[src/rtl/instr_loader_pkg.sv]
// Shared types and constants for the boot-time instruction loader.
//   state_t    : loader FSM states
//   ERR_*      : err_code encodings
//   LEN_BYTES  : number of length-header bytes in a frame
//   imem_wr_t  : one instruction-memory write request (strobe, byte address, word)
package instr_loader_pkg;

  typedef enum logic [2:0] {
    IDLE, LEN0, LEN1, DATA, CHK, DONE, ERR
  } state_t;

  localparam logic [1:0] ERR_NONE = 2'b00;
  localparam logic [1:0] ERR_LEN  = 2'b01;
  localparam logic [1:0] ERR_CSUM = 2'b10;

  localparam int LEN_BYTES = 2;

  typedef struct packed {
    logic        en;
    logic [31:0] addr;
    logic [31:0] data;
  } imem_wr_t;

endpackage

[src/rtl/instr_loader_byte_packer.sv]
// byte_packer: 8->32 big-endian packer.
//   clk, rst_n  : clock, async active-low reset
//   clr         : restart at byte index 0
//   shift_en    : a data byte is being accepted this cycle
//   byte_in     : the byte
//   word_out    : {three held bytes, byte_in}; meaningful when word_valid
//   word_valid  : combinational strobe, high on the cycle byte index 3 is accepted
module byte_packer (
  input  logic        clk,
  input  logic        rst_n,
  input  logic        clr,
  input  logic        shift_en,
  input  logic [7:0]  byte_in,
  output logic [31:0] word_out,
  output logic        word_valid
);

  logic [23:0] hold;
  logic [1:0]  idx;

  always_ff @(posedge clk or negedge rst_n) begin
    if (!rst_n) begin
      hold <= '0;
      idx  <= '0;
    end else if (clr) begin
      hold <= '0;
      idx  <= '0;
    end else if (shift_en) begin
      hold <= {hold[15:0], byte_in};
      idx  <= idx + 2'd1;     // wraps 3 -> 0 at each word boundary
    end
  end

  // The fourth byte is not stored; it completes the word straight from the input.
  assign word_out   = {hold, byte_in};
  assign word_valid = shift_en && (idx == 2'd3);

endmodule

[src/rtl/instr_loader.sv]
// instr_loader: receives a framed byte stream (LEN_HI, LEN_LO, 4*N data bytes,
// XOR checksum byte), packs data into 32-bit big-endian words and writes them
// into the instruction memory at consecutive word-aligned byte addresses.
//   clk, rst_n            : clock, async active-low reset
//   start                 : begin a new load (only from IDLE/DONE/ERR)
//   byte_in/byte_valid/byte_ready : byte stream handshake
//   wr_en/wr_addr/wr_data : instruction memory write port
//   cpu_hold              : keep CPU in reset while loading or after an error
//   done/err/err_code     : load outcome levels
//   words_loaded          : words written in the current/last load
module instr_loader
  import instr_loader_pkg::*;
#(
  parameter int          DEPTH     = 128,
  parameter logic [31:0] BASE_ADDR = 32'h0000_0000,
  parameter int          CW        = $clog2(DEPTH+1)
) (
  input  logic          clk,
  input  logic          rst_n,
  input  logic          start,
  input  logic [7:0]    byte_in,
  input  logic          byte_valid,
  output logic          byte_ready,
  output logic          wr_en,
  output logic [31:0]   wr_addr,
  output logic [31:0]   wr_data,
  output logic          cpu_hold,
  output logic          done,
  output logic          err,
  output logic [1:0]    err_code,
  output logic [CW-1:0] words_loaded
);

  state_t state, nxt;

  imem_wr_t                 wr_q;
  logic [7:0]               csum;
  logic [7:0]               len_hi;
  logic [8*LEN_BYTES-1:0]   len_n;
  logic [8*LEN_BYTES-1:0]   n_q;
  logic                     done_q, err_q, hold_q;
  logic [1:0]               code_q;
  logic [CW-1:0]            wl_q;

  logic        xfer, start_ok, over, last_word, csum_ok;
  logic        pk_valid;
  logic [31:0] pk_word;

  assign byte_ready = (state == LEN0) || (state == LEN1) ||
                      (state == DATA) || (state == CHK);
  assign xfer       = byte_valid && byte_ready;
  assign start_ok   = start && ((state == IDLE) || (state == DONE) || (state == ERR));
  assign len_n      = {len_hi, byte_in};
  assign over       = 32'(len_n) > 32'(DEPTH);
  assign last_word  = (32'(wl_q) + 32'd1) == 32'(n_q);
  assign csum_ok    = (byte_in == csum);

  byte_packer u_pack (
    .clk        (clk),
    .rst_n      (rst_n),
    .clr        (start_ok),
    .shift_en   (xfer && (state == DATA)),
    .byte_in    (byte_in),
    .word_out   (pk_word),
    .word_valid (pk_valid)
  );

  always_ff @(posedge clk or negedge rst_n) begin
    if (!rst_n) state <= IDLE;
    else        state <= nxt;
  end

  always_comb begin
    nxt = state;
    case (state)
      IDLE, DONE, ERR: if (start) nxt = LEN0;
      LEN0:            if (xfer) nxt = LEN1;
      LEN1: if (xfer) begin
        if (over)               nxt = ERR;
        else if (len_n == '0)   nxt = CHK;
        else                    nxt = DATA;
      end
      DATA:            if (pk_valid && last_word) nxt = CHK;
      CHK:             if (xfer) nxt = csum_ok ? DONE : ERR;
      default:         nxt = IDLE;
    endcase
  end

  always_ff @(posedge clk or negedge rst_n) begin
    if (!rst_n) begin
      wr_q   <= '{en: 1'b0, addr: BASE_ADDR, data: 32'd0};
      csum   <= '0;
      len_hi <= '0;
      n_q    <= '0;
      done_q <= 1'b0;
      err_q  <= 1'b0;
      hold_q <= 1'b0;
      code_q <= ERR_NONE;
      wl_q   <= '0;
    end else begin
      // Write strobe lives for exactly the cycle after the word's last byte;
      // the address steps once that cycle is over.
      wr_q.en <= pk_valid;
      if (pk_valid) wr_q.data <= pk_word;
      if (wr_q.en)  wr_q.addr <= wr_q.addr + 32'd4;

      if (start_ok) begin
        done_q    <= 1'b0;
        err_q     <= 1'b0;
        code_q    <= ERR_NONE;
        wl_q      <= '0;
        csum      <= '0;
        hold_q    <= 1'b1;
        wr_q.addr <= BASE_ADDR;
      end else if (xfer) begin
        case (state)
          LEN0: begin
            csum   <= csum ^ byte_in;
            len_hi <= byte_in;
          end
          LEN1: begin
            csum <= csum ^ byte_in;
            n_q  <= len_n;
            if (over) begin
              err_q  <= 1'b1;
              code_q <= ERR_LEN;
            end
          end
          DATA: begin
            csum <= csum ^ byte_in;
            if (pk_valid) wl_q <= wl_q + CW'(1);
          end
          CHK: begin
            if (csum_ok) begin
              done_q <= 1'b1;
              hold_q <= 1'b0;
            end else begin
              err_q  <= 1'b1;   // hold stays high: a corrupt image never runs
              code_q <= ERR_CSUM;
            end
          end
          default: ;
        endcase
      end
    end
  end

  assign wr_en        = wr_q.en;
  assign wr_addr      = wr_q.addr;
  assign wr_data      = wr_q.data;
  assign cpu_hold     = hold_q;
  assign done         = done_q;
  assign err          = err_q;
  assign err_code     = code_q;
  assign words_loaded = wl_q;

endmodule

[config.mk]
export PLATFORM = sky130hd
export DESIGN_NAME = instr_loader
export DESIGN_NICKNAME = d
export VERILOG_FILES = /design/src/rtl/instr_loader_pkg.sv /design/src/rtl/instr_loader_byte_packer.sv /design/src/rtl/instr_loader.sv
export SDC_FILE = /design/constraint.sdc
export NUM_CORES = 1
export LEC_CHECK = 0
export CAP_MARGIN = 20
export CORE_UTILIZATION = 55
export DETAILED_ROUTE_END_ITERATION = 12
export GPL_ROUTABILITY_DRIVEN = 0
export PLACE_DENSITY_LB_ADDON = 0.15
export SLEW_MARGIN = 20
export SYNTH_ARGS = -nofsm -noshare
export SYNTH_HDL_FRONTEND = slang
export SYNTH_SLANG_ARGS = --single-unit
[constraint.sdc]
create_clock -name clk -period 2.51 [get_ports clk]
set_input_delay 0.753 -clock clk [delete_from_list [all_inputs] [get_ports clk]]
set_output_delay 0.753 -clock clk [all_outputs]
set_load 0.005 [all_outputs]
**Yosys cells after proc, flatten, opt, wreduce, memory -nomap -nowiden**

Cells that the tools add are included.

- $add $sub $neg: 4
- $lt $le $gt $ge: 1
- Equal/unequal tests: 16
- Multiplexer cells: 40
- Bitwise gates (word level): 2
- Reductions and logical operators: 30

Operators by type and width:

| cell | count |
|---|---|
| 2-to-1 mux 32 bit | 2 |
| 2-to-1 mux 8 bit | 7 |
| 2-to-1 mux 24 bit | 2 |
| adder 32 x 3 -> 32 bit, second input constant | 1 |
| 2-to-1 mux 3 bit | 7 |
| == test 9 x 16 -> 1 bit | 1 |
| greater-than comparator 16 x 8 -> 1 bit, second input constant | 1 |
| zero test 16 bit | 1 |
| nonzero test 2 bit | 8 |
| case mux 3 bit (5 select lines) | 1 |
| 2-to-1 mux 2 bit | 7 |
| 2-to-1 mux 1 bit | 12 |
| AND reduction 3 bit | 4 |
| adder 8 x 1 -> 9 bit, second input constant | 1 |
| == test 3 bit, second input constant | 3 |
| adder 8 x 1 -> 8 bit, second input constant | 1 |
| == test 8 bit | 1 |
| != test 2 bit, second input constant | 4 |
| XOR 8 bit | 1 |
| == test 3 x 2 -> 1 bit, second input constant | 2 |
| != test 3 bit, second input constant | 2 |
| OR reduction 3 bit | 2 |
| logical AND 1 bit | 5 |
| logical OR 1 bit | 5 |
| other kinds (12) | 12 |

- Register bits: 139
- Output and inout port bits: 79

**Longest topological paths before layout**

Gate-level depths: netlist (run 1).

- Depth after elaboration: 11
- Gate-level depth with buffers: 9

**Cells and area by module**

From an unflattened synthesis (run 1), not the netlist that was laid out.

- Cells, all modules: 549
- Area total of the unflattened synthesis: 6301.0 µm²

Modules (own cells, without submodules):

| module | times used | cells an instance | area an instance (µm²) | seq. area each (µm²) |
|---|---|---|---|---|
| instr_loader | 1 | 455 | 5147.4 | 2777.7 |
| byte_packer | 1 | 94 | 1153.6 | 650.6 |

**Least setup slack after synthesis (run 1)**

Ideal clock, no wire load.

- Kind: input -> register
- From: in byte_in[7]
- To: reg code_q[0], in the netlist err_code[0]
- Library setup time: 122 ps
- Arrival: 1895 ps
- Required time: 2388 ps
- Path slack: 493 ps
- Stages: 7
- Path buffers: 1
- Cells stage by stage: clkbuf_1 > xor2_1 > nor4_1 > nand2_1 > o2bb2ai_1 > nand3_1 > a32o_1

- Cells in the longest elaborated chain, start to end: 3
- Elaborated cells on any way between the ends: 5
- Those cells by class: order compare: 1; eq/ne: 3; reduce/logical: 1

RTL lines:

| item | line | source |
|---|---|---|
| from (decl) | instr_loader.sv:21 | `input logic [7:0] byte_in,` |
| greater-than comparator 16 x 8 -> 1 bit / == test 8 bit (equally long branches) | instr_loader.sv:54, instr_loader.sv:56 |  |
| != test 3 bit (no source line) | n/a |  |
| AND reduction 4 bit (no source line) (*) | n/a |  |
| to (signal assigned) | instr_loader.sv:98 | `code_q <= ERR_NONE;` |
| to (signal assigned) | instr_loader.sv:110 | `code_q <= ERR_NONE;` |
| to (signal assigned) | instr_loader.sv:126 | `code_q <= ERR_LEN;` |
| to (decl) | instr_loader.sv:42 | `logic [1:0] code_q;` |

Every way passes the cells marked *; elsewhere a longest branch is shown, timed or not.
A chain may end at the register's enable or synchronous reset.

**Worst setup path in the final report (run 1)**

- From: reg state[0]
- To: out byte_ready

- Cells in the longest elaborated chain, start to end: 4
- Elaborated cells on any way between the ends: 7
- Those cells by class: eq/ne: 4; reduce/logical: 3

RTL lines:

| item | line | source |
|---|---|---|
| from (decl) | instr_loader.sv:34 | `state_t state, nxt;` |
| from (signal assigned) | instr_loader.sv:70 | `else state <= nxt;` |
| == test 3 x 1 -> 1 bit / == test 3 x 2 -> 1 bit (equally long branches) | instr_loader.sv:49 | `assign byte_ready = (state == LEN0) \|\| (state == LEN1) \|\|` |
| logical OR 1 bit (2 in series) | instr_loader.sv:49 |  |
| logical OR 1 bit (*) | instr_loader.sv:50 | `(state == DATA) \|\| (state == CHK);` |
| to (decl) | instr_loader.sv:23 | `output logic byte_ready,` |

Marked as above.

==> run metrics, run 1 <==
status=finished clean; Slew Limit Fails=0; GR Util met3=5.63%; Yosys cell types=50; H-Tree Depth=4; skew final=0.0148 ns; Final WS setup=0.0718 ns; synthesized flop and latch total=137; Initial Utilization=57.5%; cts hold-fix bufs=0; vias in the first global route=5,038; Leak Pwr=3.75 nW; PortBufs=88; largest net degree at the start of global routing=49; CP Depth=3; WL/cell=16.0 um; post-DP HPWL=10.0 mm; met1 usage=35.5%; drt drc=0; pre-CTS WS=-0.0727 ns; slowest stage delay, CP=0.53 ns; initial antenna violation count=0; CP arrival=1.69 ns; Critical Path Fanout Max=6; 1st-iter DRT viols=388; Worst Setup EP=byte_ready; final hold violations=0; Worst Hold Class=input pin to async pin; Final #Nets=771; clock tree buffer depth=2; clock-pin slew on the worst setup and hold paths=0.06 ns; Worst setup SP type=register; crit path max-delay cell type=clkdlybuf4s50_1; CP Cell Sequence=nor2_4 -> xnor2_1 -> clkdlybuf4s50_1; worst path bufs/invs=1; chip height=109 um; top cell type's share of synthesized area=54.1%; fraction of layout cells with a size suffix above 1=14.6%; Tmin final=2.44 ns; Root Buffer=clkbuf_16; Vias per Instance=5.56; Vias=5,058; WP data required=1.76 ns; setup slack, reg-to-reg=0.36 ns; Die X=109 um; M2 GR Usage=43.1%; crit-path leading delay family=buffers and inverters; area of the die=12,000 um^2; Worst setup EP type=output pin; Seq/Total Area, Yosys=54.1%; Worst Reg-to-Reg Cells=6; commonest non-fill, non-tap cell in the layout=nand2_1; Post-synth top flop=dfrtp_1; P per Cell Area=958 nW/um^2; IO Count=91; Final period util=97.1%; number of flops mapped to enable cells by yosys=0; Reg-to-Reg End=state[1]$_DFFE_PN0P_; clock tree from TritonCTS=yes; first-pass GRT wire length=24.5 mm; # diodes=0; final core utilization=73.6%; Reg-to-Reg Start=words_loaded[1]$_DFFE_PN0P_; max frequency=410 MHz; Setup Viol. Count Final=0; Setup Crit Path Kind=register to output pin; grt ovf=0; final WL=14.6 mm; area grow syn2layout=28.0%; clock sink total=137; Synth async-reset ratio=100%; cell taking the most area after synthesis=dfrtp_1; ANT nets after route=0; Avg Inst Size Synth=9.80 um^2; Worst setup startpoint=state[0]$_DFFE_PN0P_; largest cells by area after synthesis=dfrtp_1 (54%), nand2_1 (10%), xor2_1 (4.6%); Mapped Area=6340 um^2; YS warnings=0; GRT Resource Usage Total=26.8%; gate count after technology mapping=647; GR peak layer=met2; first-pass iteration count of the detailed router=7; MaxCap Viol Count=0; clock latency on the worst-skew pair=0.42 ns; TritonCTS Buffers=17; RSZ-0062 raised after global routing=no; Rows=38; worst IR drop on VDD=0.000700 V; commonest cells after routing, fill and taps aside=nand2_1 (176), dfrtp_1 (134), clkdlybuf4s50_1 (87); core footprint=11,000 um^2
per-layer routing:
| layer | share of wire, % | wire length, um |
|---|---|---|
| met1 | 44 | 6380 |
| met2 | 50 | 7360 |
| met3 | 3.6 | 519 |
| met4 | 2.2 | 315 |
| met5 | 0 | 0 |
worst reg2reg max path: cells and delay by family (launching register included):
family          cells  cell delay, ns
compound gates      4            0.64
simple gates        1            0.55
flops               1            0.48
fa+ha+maj           1            0.35
registers in the layout (all words and copies together), names as in the netlist:
name	count
wr_addr	30
n_q	16
len_hi	8
wr_data	32
err_code	2
csum	8
u_pack.idx	2
done	1
state	3
cpu_hold	1
err	1
wr_en	1
u_pack.hold	24
words_loaded	8
how the worst min path moves through the flow:
stage	startpoint	end	slack, ns	cells after the start
floorplan	u_pack.hold[16]$_DFFE_PN0P_	wr_data[24]$_DFFE_PN0P_	0.44	2
global placement	u_pack.hold[16]$_DFFE_PN0P_	wr_data[24]$_DFFE_PN0P_	0.46	2
detailed placement	u_pack.hold[22]$_DFFE_PN0P_	wr_data[30]$_DFFE_PN0P_	0.46	2
CTS	rst_n	wr_addr[19]$_DFFE_PN0N_	0.28	1
global route	rst_n	wr_addr[19]$_DFFE_PN0N_	0.29	1
finish	rst_n	wr_addr[16]$_DFFE_PN0N_	0.27	1
cells by family (layout without fill, tap and decap cells):
kind of cell               count (synthesis)  after routing  synth area share, %
AOI/OAI and AO/OA                         72             72                 7.15
xor gates and xnor gates                  58             58                 8.01
adders and majority gates                  3              3                0.592
buffers and inverters                     45            166                 3.41
DFF                                      137            137                 54.1
muxes                                     27             27                 4.74
other                                      1              2               0.0592
and+or+nand+nor                          304            304                 22.0
power breakdown:
group          leakage, nW  total, W  switching, W  internal (W)
registers             1.83   0.00325      0.000476       0.00277
clock network        0.277   0.00238      0.000995       0.00138
logic                 1.65   0.00215       0.00107       0.00108
total                 3.75   0.00777       0.00254       0.00524
metrics by stage:
| stage | cell area (um^2) | cells | hold slack, ns | power, W | setup TNS, ns |
|---|---|---|---|---|---|
| 3_3_place_gp | 7510 | 873 | 0.458 | 0.00522 | -0.00928 |
| 6_report | 8120 | 909 | 0.273 | 0.00777 | 0 |
| 3_5_place_dp | 7510 | 873 | 0.461 | 0.00534 | -0.151 |
| 5_1_grt | 8120 | 909 | 0.291 | 0.00822 | 0 |
| 4_1_cts | 8080 | 905 | 0.277 | 0.00776 | 0 |
| 2_1_floorplan | 6340 | 648 | 0.439 | 0.00453 | 0 |
layout make-up:
cell class,count,area [um^2]
inverters,6,22.5
clock buffers,17,425
well taps,140,175
multi-input cells,466,2710
repair buffers,128,1210
fillers,817,2920
flip-flops and latches,137,3430
clock inverters,15,141
cells in the mapped netlist (all sizes together), types with 3 or more instances:
cell	instances
nand3	11
and4	6
nor3	6
nor3b	3
o31ai	3
dfrtp	137
ha	3
mux2i	3
nand2b	3
nor4	7
o21ai	13
inv	6
clkbuf	17
and3	10
buf	22
xnor2	25
nand2	177
xor2	33
nand4	11
nor2	50
nor2b	10
and2	3
a22o	8
a21oi	34
mux2	24
what timing repair did:
action | CTS | global route
endpoints found under the setup margin | 1 | 1
setup buffers | 0 | 4
resized for setup | 4 | 1
No activity file was read; power rests on OpenSTA's default activity.
==> run 2, diff against run 1 <==
Settings changed: CTS_CLUSTER_DIAMETER set to 50.
==> results of run 2 <==
Same layout as run 1: the final DEF is identical, and so are final timing and power.
==> run 3, diff against run 2 <==
Settings changed: CTS_CLUSTER_DIAMETER 50 to unset, CTS_CLUSTER_SIZE set to 14.
==> results of run 3 <==
Same layout as run 1: the final DEF is identical, and so are final timing and power.
